--- src/rtl/core_mem_arbiter_pkg.sv ---
// Shared types and constants for the core memory arbiter: bus field widths,
// FSM state encoding and debug owner codes.
package core_mem_arbiter_pkg;

  // Bus field widths, kept in step with the core-wide memory bus definition.
  localparam int MEM_ADDR_R = 64;
  localparam int MEM_DATA_R = 64;
  localparam int MEM_STRB_R = MEM_DATA_R / 8;

  typedef enum logic [1:0] {
    IDLE  = 2'd0,
    OWN_I = 2'd1,
    OWN_D = 2'd2
  } arb_state_t;

  localparam logic [1:0] OWNER_NONE = 2'b00;
  localparam logic [1:0] OWNER_I    = 2'b01;
  localparam logic [1:0] OWNER_D    = 2'b10;

endpackage

--- src/rtl/core_mem_arbiter_sel.sv ---
// Winner selection for the memory arbiter: LSU-first priority, bounded by a
// saturating starvation counter so a waiting fetch is eventually served.
module core_mem_arbiter_sel
  import core_mem_arbiter_pkg::*;
#(
  parameter int STARVE_LIMIT = 4
) (
  input  logic       g_clk,
  input  logic       g_resetn,
  input  logic       imem_req,
  input  logic       dmem_req,
  input  logic [1:0] state,
  input  logic       done_i,
  input  logic       done_d,
  output logic       sel_i,
  output logic       sel_d,
  output logic [3:0] starve_cnt
);

  localparam logic [3:0] LIMIT = 4'(STARVE_LIMIT);

  // An owning state freezes the selection; only IDLE arbitrates.
  always_comb begin
    sel_i = 1'b0;
    sel_d = 1'b0;
    case (arb_state_t'(state))
      OWN_I: sel_i = 1'b1;
      OWN_D: sel_d = 1'b1;
      default: begin
        sel_d = dmem_req && (!imem_req || (starve_cnt < LIMIT));
        sel_i = imem_req && !sel_d;
      end
    endcase
  end

  always_ff @(posedge g_clk or negedge g_resetn) begin
    if (!g_resetn) begin
      starve_cnt <= 4'd0;
    end else if (done_i) begin
      starve_cnt <= 4'd0;
    end else if (done_d) begin
      if (!imem_req) begin
        starve_cnt <= 4'd0;
      end else if (starve_cnt < LIMIT) begin
        starve_cnt <= starve_cnt + 4'd1;
      end
    end
  end

endmodule

--- src/rtl/core_mem_arbiter.sv ---
// Two-port arbiter sharing the core memory bus between instruction fetch and
// the LSU. Holds the owner until the fabric grants and routes responses back.
module core_mem_arbiter
  import core_mem_arbiter_pkg::*;
#(
  parameter int ADDR_W       = MEM_ADDR_R,
  parameter int DATA_W       = MEM_DATA_R,
  parameter int STRB_W       = DATA_W / 8,
  parameter int STARVE_LIMIT = 4
) (
  input  logic              g_clk,
  input  logic              g_resetn,
  input  logic              imem_req,
  input  logic [ADDR_W-1:0] imem_addr,
  output logic              imem_gnt,
  output logic              imem_err,
  output logic [DATA_W-1:0] imem_rdata,
  input  logic              dmem_req,
  input  logic [ADDR_W-1:0] dmem_addr,
  input  logic              dmem_wen,
  input  logic [STRB_W-1:0] dmem_strb,
  input  logic [DATA_W-1:0] dmem_wdata,
  output logic              dmem_gnt,
  output logic              dmem_err,
  output logic [DATA_W-1:0] dmem_rdata,
  output logic              mem_req,
  output logic [ADDR_W-1:0] mem_addr,
  output logic              mem_wen,
  output logic [STRB_W-1:0] mem_strb,
  output logic [DATA_W-1:0] mem_wdata,
  input  logic              mem_gnt,
  input  logic              mem_err,
  input  logic [DATA_W-1:0] mem_rdata,
  output logic [1:0]        arb_owner
);

  arb_state_t state;
  arb_state_t state_next;
  logic       sel_i;
  logic       sel_d;
  logic       done_i;
  logic       done_d;
  logic [3:0] starve_cnt;

  assign done_i = mem_gnt && sel_i;
  assign done_d = mem_gnt && sel_d;

  core_mem_arbiter_sel #(
    .STARVE_LIMIT(STARVE_LIMIT)
  ) u_sel (
    .g_clk      (g_clk),
    .g_resetn   (g_resetn),
    .imem_req   (imem_req),
    .dmem_req   (dmem_req),
    .state      (state),
    .done_i     (done_i),
    .done_d     (done_d),
    .sel_i      (sel_i),
    .sel_d      (sel_d),
    .starve_cnt (starve_cnt)
  );

  always_ff @(posedge g_clk or negedge g_resetn) begin
    if (!g_resetn) begin
      state <= IDLE;
    end else begin
      state <= state_next;
    end
  end

  // A grant in IDLE completes in place; otherwise the winner takes ownership.
  always_comb begin
    state_next = state;
    case (state)
      IDLE: begin
        if (sel_d && !mem_gnt) begin
          state_next = OWN_D;
        end else if (sel_i && !mem_gnt) begin
          state_next = OWN_I;
        end
      end
      OWN_I, OWN_D: begin
        if (mem_gnt) begin
          state_next = IDLE;
        end
      end
      default: state_next = IDLE;
    endcase
  end

  // Everything is held at zero while reset is asserted, even mid-transaction.
  always_comb begin
    mem_req    = 1'b0;
    mem_addr   = '0;
    mem_wen    = 1'b0;
    mem_strb   = '0;
    mem_wdata  = '0;
    imem_gnt   = 1'b0;
    imem_err   = 1'b0;
    imem_rdata = '0;
    dmem_gnt   = 1'b0;
    dmem_err   = 1'b0;
    dmem_rdata = '0;
    arb_owner  = OWNER_NONE;
    if (g_resetn) begin
      if (sel_d) begin
        mem_req   = dmem_req;
        mem_addr  = dmem_addr;
        mem_wen   = dmem_wen;
        mem_strb  = dmem_strb;
        mem_wdata = dmem_wdata;
        arb_owner = OWNER_D;
      end else if (sel_i) begin
        mem_req   = imem_req;
        mem_addr  = imem_addr;
        mem_strb  = '1;
        arb_owner = OWNER_I;
      end
      imem_gnt   = done_i;
      imem_err   = mem_err && sel_i;
      dmem_gnt   = done_d;
      dmem_err   = mem_err && sel_d;
      imem_rdata = mem_rdata;
      dmem_rdata = mem_rdata;
    end
  end

`ifndef SYNTHESIS
  a_imem_req_held: assert property (@(posedge g_clk) disable iff (!g_resetn)
    (state == OWN_I) |-> imem_req);
  a_dmem_req_held: assert property (@(posedge g_clk) disable iff (!g_resetn)
    (state == OWN_D) |-> dmem_req);
`endif

endmodule

--- config.mk ---
export PLATFORM = sky130hd
export DESIGN_NAME = core_mem_arbiter
export DESIGN_NICKNAME = d
export VERILOG_FILES = /design/src/rtl/core_mem_arbiter_pkg.sv /design/src/rtl/core_mem_arbiter_sel.sv /design/src/rtl/core_mem_arbiter.sv
export SDC_FILE = /design/constraint.sdc
export NUM_CORES = 1
export LEC_CHECK = 0
export CORE_AREA = 2 2 214 216
export CTS_CLUSTER_DIAMETER = 40
export DETAILED_ROUTE_END_ITERATION = 10
export DIE_AREA = 0 0 216 218
export PLACE_DENSITY_LB_ADDON = 0.3
export SLEW_MARGIN = 20
export SYNTH_ARGS = -nofsm -noshare
export SYNTH_HDL_FRONTEND = slang
export SYNTH_SLANG_ARGS = --single-unit
--- constraint.sdc ---
create_clock -name g_clk -period 2.4 [get_ports g_clk]
set_clock_uncertainty 0.05 [all_clocks]
set_input_delay 0.24 -clock g_clk [delete_from_list [all_inputs] [get_ports g_clk]]
set_output_delay 0.24 -clock g_clk [all_outputs]
set_load 0.02 [all_outputs]
==> Yosys cells after proc, flatten, opt, wreduce, memory -nomap -nowiden <==
Index checks and enable logic that the tools add are counted.
{ "word_totals": {"ff_bits": 6, "out_inout_bits": 272, "word_cells": 57} }
{ "classes": {"add_sub_neg": 1, "magnitude_cmp": 1, "eq_ne": 5, "muxes": 31, "n_reduce_logical": 17} }
{ "op_table": {"columns": ["op", "n"], "rows": [
  ["$mux W64", 6],
  ["$mux W8", 3],
  ["$mux W4", 4],
  ["$mux W1", 10],
  ["$mux W2", 5],
  ["$logic_and A1 B1 Y1", 8],
  ["$add A4 B1 Y4 const B", 1],
  ["$lt A4 B3 Y1 const B", 1],
  ["$pmux W1 S2", 2],
  ["$pmux W2 S2", 1],
  ["$reduce_and A2 Y1", 2],
  ["$logic_not A1 Y1", 3],
  ["$ne A3 B1 Y1 const B", 1],
  ["$ne A3 B3 Y1 const B", 1],
  ["$eq A2 B1 Y1 const B", 1],
  ["$eq A2 B2 Y1 const B", 1],
  ["$logic_not A2 Y1", 1],
  ["$ne A2 B2 Y1 const B", 1],
  ["$reduce_bool A2 Y1", 1],
  ["$reduce_or A2 Y1", 1],
  ["$logic_or A1 B1 Y1", 1]
]} }

==> Depth between registers and ports, before layout <==
{ "logic_depth": {"word_depth": 10, "ltp_mapped": 8, "mapped_depth_nobuf": 6} }

==> By module <==
From an unflattened synthesis, not the netlist that was laid out.
{ "hier_totals": {"cells_unflattened": 442, "area_unflattened_um2": 3178.0} }
{ "modules_own_cells": {"columns": ["module", "n_inst", "cells_each", "area_each_um2"], "rows": [
  ["core_mem_arbiter", 1, 413, 2895.3],
  ["core_mem_arbiter_sel", 1, 29, 282.8]
]} }

==> Least setup slack after synthesis <==
OpenSTA, ideal clock, no wires.
{ "synth_timing": {"path_type": "register to output", "startpoint": "register state[0]", "endpoint": "output mem_addr[0]", "arrival_ps": 1967, "path_slack_ps": 143, "stages_incl_launch_ff": 8, "n_path_buf": 1, "cell_sequence": "dfrtp_1 inv_1 ha_1 nand2b_1 o21ai_2 buf_4 nand3_1 a21boi_0"} }
{ "synth_between": {"elab_chain_len": 5} }
{ "synth_lines": {"columns": ["item", "line_no", "text"], "rows": [
  ["from (decl)", "core_mem_arbiter.sv:37", "arb_state_t state;"],
  ["from (signal assigned)", "core_mem_arbiter.sv:67", "state <= state_next;"],
  ["$eq A2 B2 Y1 or $eq A2 B1 Y1 (tied branches)", "core_mem_arbiter_sel.sv:26", "case (arb_state_t'(state))"],
  ["$pmux W1 S2", "core_mem_arbiter_sel.sv:26", null],
  ["$mux W64", "core_mem_arbiter.sv:113", "end else if (sel_i) begin"],
  ["$mux W64 (*)", "core_mem_arbiter.sv:106", "if (sel_d) begin"],
  ["$mux W64 (*)", "core_mem_arbiter.sv:105", "if (g_resetn) begin"],
  ["to (decl)", "core_mem_arbiter.sv:27", "output logic [ADDR_W-1:0] mem_addr,"]
]} }
Every way passes the cells marked *; elsewhere a longest branch is shown, timed or not.

==> Final worst setup path <==
{ "layout_timing": {"startpoint": "register state[0]", "endpoint": "output mem_addr[28]"} }
The elaborated chain is that of the path after synthesis.

==> impl_metrics.json <==
{
  "sw_frac_of_total": 0.4717,
  "synth-async-reset-ratio": 1.000,
  "hold_slack_ps": -0.8579,
  "cts-root-buf": "clkbuf_16",
  "path_buf_inv": 6,
  "synth-warning-count": 0,
  "std_cell_rows": 78,
  "grtUsageTotal": 0.1082,
  "synth_edf_count": 0,
  "routedWlPerCell_um": 17.67,
  "vias_per_cell": 3.407,
  "failed_checks": "negative hold slack, negative setup slack",
  "p_seq_frac": 0.018,
  "period_needed_ps": 2455,
  "synthFlopType": "dfrtp_1",
  "grt_pass1_vias": 5331,
  "r2r_slack_ps": 480,
  "die_x_um": 216,
  "syn_avg_cell_area_um2": 6.224,
  "fin_util": 0.2257,
  "path_cells": "inv_2 -> ha_4 -> nand2b_4 -> o21ai_4 -> buf_6 -> buf_12 -> buf_12 -> nand2_4 -> a21boi_2 -> buf_4 -> buf_6",
  "hpwlAfterDp_um": 23820,
  "finalHoldViolations": 1,
  "setup_tns_ps": -78.62,
  "routed_wl_um": 28880,
  "synthTopCellsByCount": "buf_4, and3_1, and2_1, nand2_1, nand3_1",
  "synth_area_leaders": "buf_4, a21boi_1, and3_1",
  "vias": 5567,
  "ioPinCount": 543,
  "cts_buffer_depth": 2,
  "cp-end-kind": "primary output",
  "post-route-period-util": 1.023,
  "required_ps": 2110,
  "drive_gt1_frac": 0.3317,
  "timing.fmax_mhz": 407.4,
  "detail-route-antenna-nets": 0,
  "p_total_w": 0.008485,
  "peakVddDrop_mv": 0.3496,
  "htreeDepth": 1,
  "path_class": "flip-flop to primary output",
  "drcViolationCount": 0,
  "switching_power_w": 0.004002,
  "core_area_um2": 44890,
  "ys_types": 32,
  "critPathLaunchType": "flip-flop",
  "yosys.cell_count.top_type": "buf_4",
  "cts_tree": "yes",
  "gp_congestion": 0.8244,
  "layout.nets": 1308,
  "overflow": 0,
  "ys_seq_elements": 6,
  "leakagePower_nw": 4.254,
  "die_y_um": 218,
  "antenna_found_initial": 3,
  "synth_top_area_cell": "buf_4",
  "initial_core_util": 0.07029,
  "path_clk_slew_ps": 30,
  "netlist_instances": 507,
  "rsz0062_at_grt": "true",
  "cts_hold_repair.buffers": 0,
  "crit_path_max_incr_delay_ps": 380,
  "cts.sinks": 6,
  "status": "finished, violations left",
  "numPortBuffers": 542,
  "grt_pass1_wl_um": 38220,
  "synth-seq-area-share": 0.04758,
  "clock_power_share": 0.032,
  "grt_max_degree": 57,
  "cap_violations": 0,
  "netlist_area_um2": 3156,
  "synth_fp_nets": 782,
  "worst_pin_slew_ps": 343.0,
  "power_frac_comb": 0.950,
  "crit_path_top_delay_cell": "dfrtp_1",
  "die_area_um2": 47090,
  "cts_buffers": 3,
  "power-per-cell-area_nw_per_um2": 837.5,
  "drtIter0Drc": 185,
  "p_int_w": 0.004483,
  "finalSetupViolations": 3,
  "dr.pass1.iters": 4,
  "cp_top_family": "buffers and inverters",
  "cp_max_fo": 7,
  "worstHoldPathType": "input pin to async pin",
  "clk_latency_ps": 230,
  "syn2layout_area_growth_pct": 221.1,
  "worst_ep_arrival_time_ps": 2160,
  "maxSlewHeadroom": 0.7706,
  "yosys.area.top_type_share": 0.1784,
  "slew_viol_final": 0,
  "fin_ws_ps": -54.87
}
[cell families (layout without fill, tap and decap cells)]
family,count (synthesis),in the layout,synth area share
flops,6,6,0.04758
mux,1,1,0.003568
compound gates,85,85,0.2014
buf+inv,119,643,0.2383
other cells,0,3,0
fa+ha+maj,4,4,0.01586
simple gates,292,292,0.4933
[registers in the layout, summed over array words and instances, names as in the netlist]
register,cells
state,2
u_sel.starve_cnt,4
[area by class of cell]
type | instances | area (µm²)
diodes | 3 | 7.507
clock buffers | 3 | 75.07
well taps | 600 | 750.7
repair buffers | 637 | 6386
inverters | 3 | 11.26
fillers | 4990 | 34760
flip-flops and latches | 6 | 150.1
multi-input cells | 382 | 2750
[placed cells by master (no fill, tap or decap), drive strengths merged, types with 2 or more instances in the layout]
| master | netlist | final |
|---|---|---|
| a21boi | 65 | 65 |
| a21oi | 4 | 4 |
| and2 | 67 | 67 |
| and3 | 70 | 70 |
| buf | 84 | 229 |
| clkbuf | 32 | 11 |
| clkdlybuf4s15 | 0 | 3 |
| clkdlybuf4s50 | 0 | 395 |
| dfrtp | 6 | 6 |
| diode | 0 | 3 |
| dlymetal6s2s | 0 | 2 |
| ha | 4 | 4 |
| inv | 3 | 3 |
| nand2 | 67 | 67 |
| nand2b | 2 | 2 |
| nand3 | 66 | 66 |
| nor2 | 16 | 16 |
| o211ai | 2 | 2 |
| o21a | 2 | 2 |
| o21ai | 8 | 8 |
[power groups by stage]
stage | registers [W] | logic (W) | clock network [W]
2_1_floorplan | 0.000154 | 0.00293 | 0
3_3_place_gp | 0.000151 | 0.00653 | 0
3_5_place_dp | 0.000152 | 0.00650 | 0
4_1_cts | 0.000154 | 0.00703 | 0.000277
5_1_grt | 0.000158 | 0.00858 | 0.000281
6_report | 0.000153 | 0.00806 | 0.000269
[path summary, 6_finish.rpt]
path | startpoint | endpoint | cells after the start
worst max register to register | state[0]$_DFFE_PN0P_ | u_sel.starve_cnt[0]$_DFFE_PN0P_ | 8
max in group asynchronous | g_resetn | u_sel.starve_cnt[2]$_DFFE_PN0P_ | 2
worst min register to register | u_sel.starve_cnt[1]$_DFFE_PN0P_ | u_sel.starve_cnt[1]$_DFFE_PN0P_ | 1
worst max-delay path | state[0]$_DFFE_PN0P_ | mem_addr[28] | 11
min in group g_clk | u_sel.starve_cnt[1]$_DFFE_PN0P_ | u_sel.starve_cnt[1]$_DFFE_PN0P_ | 1
worst min-delay path | g_resetn | u_sel.starve_cnt[3]$_DFFE_PN0P_ | 2
[worst register-to-register path, delay by kind of cell (launching register included)]
kind | cells | cell delay [ps]
adder cells (fa/ha/maj) | 1 | 230
flip-flops | 1 | 380
multiplexers | 1 | 270
AO/OA/AOI/OAI | 2 | 340
buffers and inverters | 3 | 370
AND/OR/NAND/NOR | 1 | 160
[per-stage QoR]
step                      setup WS (ps)  cell area (µm²)  std cells
final                            -54.87            10130       1634
after global routing             -109.8            10130       1632
after CTS                        -77.06             9620       1621
after detailed placement         -426.9             9388       1601
after global placement           -409.8             9388       1601
after floorplan                   142.8             3156        507
[what timing repair did]
item,4_1_cts,5_1_grt
gates cloned,5,5
pin swaps,11,69
endpoints found under the hold margin,0,0
setup endpoints to repair,144,140
gates resized for setup,501,246
buffers inserted,14,11
[routing by layer]
| metal | global-route usage | wire [µm] | up-vias |
|---|---|---|---|
| li1 | - | - | 2712 |
| met1 | 0.1347 | 11840 | 2609 |
| met2 | 0.1908 | 14750 | 230 |
| met3 | 0.02957 | 2076 | 14 |
| met4 | 0.01233 | 204 | 2 |
| met5 | 0 | 13 | - |
Power figures use the tool's default switching activity.
